<file path="src/rtl/seven_seg_scan.sv">
// Time-multiplexed 8-digit seven-segment driver with per-frame input latching,
// leading-zero blanking, decimal points and a digit enable mask.
module seven_seg_scan #(
  parameter int SCAN_DIV = 100000,
  parameter int IDX_W    = 3
) (
  input  logic        clk,
  input  logic        rst_n,
  input  logic [31:0] bcd,
  input  logic [7:0]  dp,
  input  logic [7:0]  en,
  input  logic        blank_lz,
  output logic [7:0]  an,
  output logic [7:0]  seg,
  output logic        frame_start
);

  localparam int PW = (SCAN_DIV > 2) ? $clog2(SCAN_DIV) : 1;
  localparam logic [PW-1:0] PRESC_LAST = PW'(SCAN_DIV - 1);

  logic [PW-1:0]    presc;
  logic [IDX_W-1:0] idx;
  logic             load_pend;
  logic [31:0]      bcd_f;
  logic [7:0]       dp_f;
  logic [7:0]       en_f;
  logic             blz_f;

  logic             tick;
  logic             load;
  logic [3:0]       nibble;
  logic [7:0]       zero_above;
  logic             dark;

  // Segment pattern {g,f,e,d,c,b,a}, active low; non-BCD codes get hex glyphs.
  function automatic logic [6:0] glyph(input logic [3:0] n);
    case (n)
      4'h0:    glyph = 7'h40;
      4'h1:    glyph = 7'h79;
      4'h2:    glyph = 7'h24;
      4'h3:    glyph = 7'h30;
      4'h4:    glyph = 7'h19;
      4'h5:    glyph = 7'h12;
      4'h6:    glyph = 7'h02;
      4'h7:    glyph = 7'h78;
      4'h8:    glyph = 7'h00;
      4'h9:    glyph = 7'h10;
      4'hA:    glyph = 7'h08;
      4'hB:    glyph = 7'h03;
      4'hC:    glyph = 7'h46;
      4'hD:    glyph = 7'h21;
      4'hE:    glyph = 7'h06;
      default: glyph = 7'h0E;
    endcase
  endfunction

  assign tick = (presc == PRESC_LAST);
  assign load = load_pend | (tick & (idx == IDX_W'(7)));

  always_ff @(posedge clk or negedge rst_n) begin
    if (!rst_n) begin
      presc <= '0;
      idx   <= '0;
    end else begin
      presc <= tick ? '0 : presc + 1'b1;
      if (tick) idx <= idx + 1'b1;
    end
  end

  // A frame is captured only at scan wrap so one display never mixes two words.
  always_ff @(posedge clk or negedge rst_n) begin
    if (!rst_n) begin
      load_pend   <= 1'b1;
      bcd_f       <= '0;
      dp_f        <= '0;
      en_f        <= '0;
      blz_f       <= 1'b0;
      frame_start <= 1'b0;
    end else begin
      load_pend   <= 1'b0;
      frame_start <= load;
      if (load) begin
        bcd_f <= bcd;
        dp_f  <= dp;
        en_f  <= en;
        blz_f <= blank_lz;
      end
    end
  end

  always_comb begin
    zero_above = '0;
    for (int k = 0; k < 8; k++) begin
      zero_above[k] = ((bcd_f >> (4 * k)) == 32'h0);
    end
    nibble = bcd_f[{idx, 2'b00} +: 4];
    dark   = !en_f[idx] || (blz_f && (idx != '0) && zero_above[idx]);
  end

  always_ff @(posedge clk or negedge rst_n) begin
    if (!rst_n) begin
      an  <= 8'hFF;
      seg <= 8'hFF;
    end else if (dark) begin
      an  <= 8'hFF;
      seg <= 8'hFF;
    end else begin
      an  <= ~(8'd1 << idx);
      seg <= {~dp_f[idx], glyph(nibble)};
    end
  end

endmodule
</file>
<file path="config.mk">
export PLATFORM = sky130hd
export DESIGN_NAME = seven_seg_scan
export DESIGN_NICKNAME = d
export VERILOG_FILES = /design/src/rtl/seven_seg_scan.sv
export SDC_FILE = /design/constraint.sdc
export NUM_CORES = 1
export LEC_CHECK = 0
export ABC_CLOCK_PERIOD_IN_PS = 3000
export BUFFER_PORTS_ARGS = -buffer_cell sky130_fd_sc_hd__buf_2
export CAP_MARGIN = 20
export CORE_MARGIN = 2
export CORE_UTILIZATION = 46
export CTS_BUF_LIST = sky130_fd_sc_hd__clkbuf_8
export DETAILED_ROUTE_END_ITERATION = 10
export PLACE_DENSITY = 0.72
export SYNTH_ARGS = -nofsm -noshare
export SYNTH_HDL_FRONTEND = slang
export SYNTH_SLANG_ARGS = --single-unit
</file>
<file path="constraint.sdc">
create_clock -name clk -period 3 [get_ports clk]
set_input_delay 0.3 -clock clk [delete_from_list [all_inputs] [get_ports clk]]
set_output_delay 0.3 -clock clk [all_outputs]
set_load 0.02 [all_outputs]
</file>
==> results by group <==
Logic synthesis
  – Fraction of the yosys area taken by sequential cells: 53.5%
  – XOR/XNOR share of the synthesized area: 3.41%
  – Number of synthesized register bits: 87
  – Main combinational cell family by area after synthesis: multiplexers
  – Syn Inst Count: 307
  – Net count of the mapped netlist: 371
  – Area fraction in compound gates after synthesis: 3.17%
  – Yosys warning count: 0
  – Primary FF master, synth: sky130_fd_sc_hd__dfrtp_1
  – Netlist Area Pre-Place: 4110 um^2
  – Number of enable flip-flop cells after synthesis: 0
  – Count of different cell masters after synthesis: 44
  – Mean area per synthesized cell: 13.4 um^2
  – Share of synthesized area spent on multiplexers: 23.6%
  – Fraction of registers with async set or reset after synthesis: 100%
  – Adder and majority gate portion of the synthesized area: 3.96%
  – Simple-gate area share of the yosys netlist: 9.48%

Placed design
  – Cell area after placement: 4550 um^2
  – Gp weighted congestion: 0.825
  – Final HPWL DP: 5.64 mm
  – Post-placement cell count: 473
  – Number of port buffers: 67

Final layout
  – Fraction of final layout cells sized beyond drive strength 1: 43.6%
  – Antenna Cells: 0
  – Area overhead of the layout relative to synthesis: 17.9%
  – Post-route cell area: 4840 um^2
  – Number of nets in the layout: 442
  – Post-Route Utilization: 55.8%
  – Final instance count without filler cells: 491

Global routing
  – Global-route wire length before repair: 14.1 mm
  – Number of global-route vias before repair: 2810
  – Largest net degree at the start of global routing: 88
  – Antenna violations before repair: 0
  – All-Layer GR Usage: 18.2%
  – Total global routing overflow: 0

Timing
  – Worst slew margin: 33.7%
  – Hold slack: 0.159 ns
  – Max-slew violations: 0
  – Final worst path period need: 2.67 ns
  – Maximum clock rate: 0.375 GHz
  – Total Negative Setup Slacks: 0 ns
  – Period utilization: 88.9%
  – Unrepaired setup endpoints after global routing: false
  – Number of hold violations in the final report: 0
  – Max Clock Skew: 0.0119 ns
  – # setup viols final: 0
  – Tightest Pin Transition: 0.994 ns

Outcome
  – Run status: complete, no violations

Clock network
  – Number of gates resized after cts: 0
  – Sink Count: 87
  – Deepest clock path buffer count: 2
  – Number of H-tree levels: 3
  – Number of buffers created by CTS: 9
  – Clock slew at reported path FFs: 0.09 ns
  – Buffer cell driving the clock tree root: sky130_fd_sc_hd__clkbuf_8
  – CTS tree: done
  – Worst-Skew Late Latency: 0.35 ns

Critical path
  – Required arrival time at the worst endpoint: 3.20 ns
  – Startpoint type of the worst setup path: flop
  – Worst Setup Path Type: flop to flop
  – R2R depth: 7
  – Critical Path AT: 2.87 ns
  – Critical Path End Type: flop
  – Worst r2r src: idx[0]
  – Flop2flop setup slack: 0.33 ns
  – Maximum net fanout on the critical path: 13
  – FF-to-FF End: seg[6]

Route
  – Post-detailed-route wirelength per cell: 16.5 um
  – Post-detailed-route via-to-cell ratio: 5.39
  – Final wirelength: 8.09 mm
  – Initial DRC Count: 114
  – Number of iterations in the first detailed-routing pass: 4
  – Count of antenna-violating nets left after detailed routing: 0
  – Routed vias: 2647
  – Routed length on met3: 470 um
  – Met2 wirelength from detailed routing: 3.92 mm
  – Met1 layer wirelength in the final routing: 3.57 mm
  – Top Layer Used: met4
  – Detailed-route DRC error count: 0

Die
  – Chip height: 98.5 um
  – Total die area: 9700 um^2
  – Die width: 98.5 um
  – Number of primary I/O pins: 68
  – Floorplan core area: 8680 um^2
  – Initial cell density of the core: 47.3%
  – Number of rows in the core area: 34

Power and ir drop
  – Lkg Pwr: 2.13 nW
  – Peak supply drop: 0.272 mV
  – Power density over the cells: 553 nW/um^2

Worst hold path
  – Startpoint of the tightest hold check path: bcd[16]
  – WHS Endpoint: bcd_f[16]
  – Depth of the worst hold-timing path: 2
  – Worst min-delay path category: input pin to flop

Flow run
  – Number of violations of the max-capacitance limit: 0
## power breakdown
group | leakage (nW) | switching [W] | internal [W]
clock network | 0.127 | 0.000434 | 0.000582
logic | 0.972 | 0.000155 | 0.000167
registers | 1.03 | 0.0000609 | 0.00128
## Yosys cell counts, types with 2 or more instances
master / count / share of area, %
sky130_fd_sc_hd__mux4_2: 6 / 3.3
sky130_fd_sc_hd__o22ai_1: 3 / 0.46
sky130_fd_sc_hd__o211ai_1: 2 / 0.37
sky130_fd_sc_hd__nand2b_1: 3 / 0.46
sky130_fd_sc_hd__nor2_1: 14 / 1.3
sky130_fd_sc_hd__mux2_2: 49 / 13
sky130_fd_sc_hd__or2_2: 2 / 0.30
sky130_fd_sc_hd__xor2_1: 7 / 1.5
sky130_fd_sc_hd__nand3_1: 12 / 1.5
sky130_fd_sc_hd__mux2i_1: 5 / 1.2
sky130_fd_sc_hd__o21ai_0: 3 / 0.37
sky130_fd_sc_hd__buf_2: 9 / 1.1
sky130_fd_sc_hd__a21oi_1: 5 / 0.61
sky130_fd_sc_hd__nor2b_1: 2 / 0.30
sky130_fd_sc_hd__mux2_1: 2 / 0.55
sky130_fd_sc_hd__ha_1: 13 / 4.0
sky130_fd_sc_hd__dfstp_2: 17 / 11
sky130_fd_sc_hd__dfrtp_1: 70 / 43
sky130_fd_sc_hd__nand2_1: 23 / 2.1
sky130_fd_sc_hd__xnor2_1: 9 / 1.9
sky130_fd_sc_hd__nor4_1: 10 / 1.5
sky130_fd_sc_hd__o221ai_1: 2 / 0.43
sky130_fd_sc_hd__inv_1: 7 / 0.64
sky130_fd_sc_hd__nand4_1: 3 / 0.46
sky130_fd_sc_hd__mux2_4: 2 / 0.73
sky130_fd_sc_hd__mux4_1: 6 / 3.8
sky130_fd_sc_hd__and3_1: 2 / 0.30
sky130_fd_sc_hd__nor3_1: 3 / 0.37
## per-stage QoR
stage / power, W / setup slack, ns
floorplan: 0.00155 / 0.753
global placement: 0.00167 / 0.446
detailed placement: 0.00168 / 0.348
CTS: 0.00270 / 0.319
global route: 0.00280 / 0.0344
finish: 0.00268 / 0.332
## placed cells by master (no fill, tap or decap), types with 2 or more instances in the layout
| cell type | instances |
|---|---|
| sky130_fd_sc_hd__nand2b_1 | 3 |
| sky130_fd_sc_hd__nand2_1 | 23 |
| sky130_fd_sc_hd__ha_1 | 13 |
| sky130_fd_sc_hd__mux2_4 | 2 |
| sky130_fd_sc_hd__dfrtp_1 | 70 |
| sky130_fd_sc_hd__mux2i_1 | 5 |
| sky130_fd_sc_hd__or2_2 | 2 |
| sky130_fd_sc_hd__nor2b_1 | 2 |
| sky130_fd_sc_hd__bufinv_16 | 3 |
| sky130_fd_sc_hd__nand4_1 | 3 |
| sky130_fd_sc_hd__clkbuf_8 | 10 |
| sky130_fd_sc_hd__inv_1 | 7 |
| sky130_fd_sc_hd__buf_4 | 4 |
| sky130_fd_sc_hd__xor2_1 | 7 |
| sky130_fd_sc_hd__mux2_1 | 2 |
| sky130_fd_sc_hd__mux4_2 | 6 |
| sky130_fd_sc_hd__nand3_1 | 12 |
| sky130_fd_sc_hd__a21oi_1 | 4 |
| sky130_fd_sc_hd__o21ai_0 | 3 |
| sky130_fd_sc_hd__nor2_1 | 14 |
| sky130_fd_sc_hd__nor3_1 | 3 |
| sky130_fd_sc_hd__xnor2_1 | 9 |
| sky130_fd_sc_hd__o211ai_1 | 2 |
| sky130_fd_sc_hd__buf_2 | 66 |
| sky130_fd_sc_hd__dfstp_2 | 17 |
| sky130_fd_sc_hd__nor4_1 | 10 |
| sky130_fd_sc_hd__clkinv_4 | 2 |
| sky130_fd_sc_hd__mux2_2 | 49 |
| sky130_fd_sc_hd__and3_1 | 2 |
| sky130_fd_sc_hd__o22ai_1 | 3 |
| sky130_fd_sc_hd__mux4_1 | 6 |
| sky130_fd_sc_hd__o221ai_1 | 2 |
## routing by layer
metal / vias up / GRT usage (%)
met5: - / 0
met4: 0 / 7.17
met3: 12 / 4.33
met2: 79 / 28.0
met1: 1310 / 25.3
li1: 1246 / -
## area by class of cell
type | instances | area (um^2)
repair buffers | 73 | 418
fillers | 768 | 3840
clock inverters | 6 | 116
clock buffers | 10 | 138
inverters | 8 | 30.0
well taps | 108 | 135
flip-flops and latches | 87 | 2200
multi-input cells | 199 | 1810
## registers in the layout, indices dropped and copies added, names as in the netlist
signal and count:
frame_start 1, load_pend 1, idx 3, bcd_f 32, an 8, seg 8, presc 17, en_f 8
dp_f 8, blz_f 1
## worst max-delay path, stage by stage, from the launching register on
cell                       delay (ns)
sky130_fd_sc_hd__dfrtp_1         0.56
sky130_fd_sc_hd__buf_4           0.25
sky130_fd_sc_hd__inv_1           0.18
sky130_fd_sc_hd__ha_1            0.23
sky130_fd_sc_hd__nor2b_1         0.06
sky130_fd_sc_hd__o21a_1          0.16
sky130_fd_sc_hd__o22ai_1         0.76
sky130_fd_sc_hd__o221ai_1        0.31
## logic make-up (layout without fill, tap and decap cells)
family          after synthesis  in the layout
other cells                   1              1
mux                          71             71
simple gates                 79             79
buf+inv                      21             97
flops                        87             87
xor+xnor                     16             16
fa+ha+maj                    13             13
compound gates               19             19
## repair_timing
item | CTS | global route
hold buffers | 0 | 1
setup buffers | 0 | 0
endpoints found under the hold margin | 0 | 12
## worst max path at each step
stage | startpoint | to | slack [ns] | cells after the start
final | idx[0] | seg[6] | 0.33 | 7
after global routing | idx[0] | seg[6] | 0.03 | 7
after CTS | idx[0] | seg[6] | 0.32 | 7
after detailed placement | idx[0] | seg[6] | 0.35 | 7
after global placement | idx[0] | seg[6] | 0.45 | 7
after floorplan | idx[0] | seg[3] | 0.75 | 10
(Power assumes the default switching activity.)
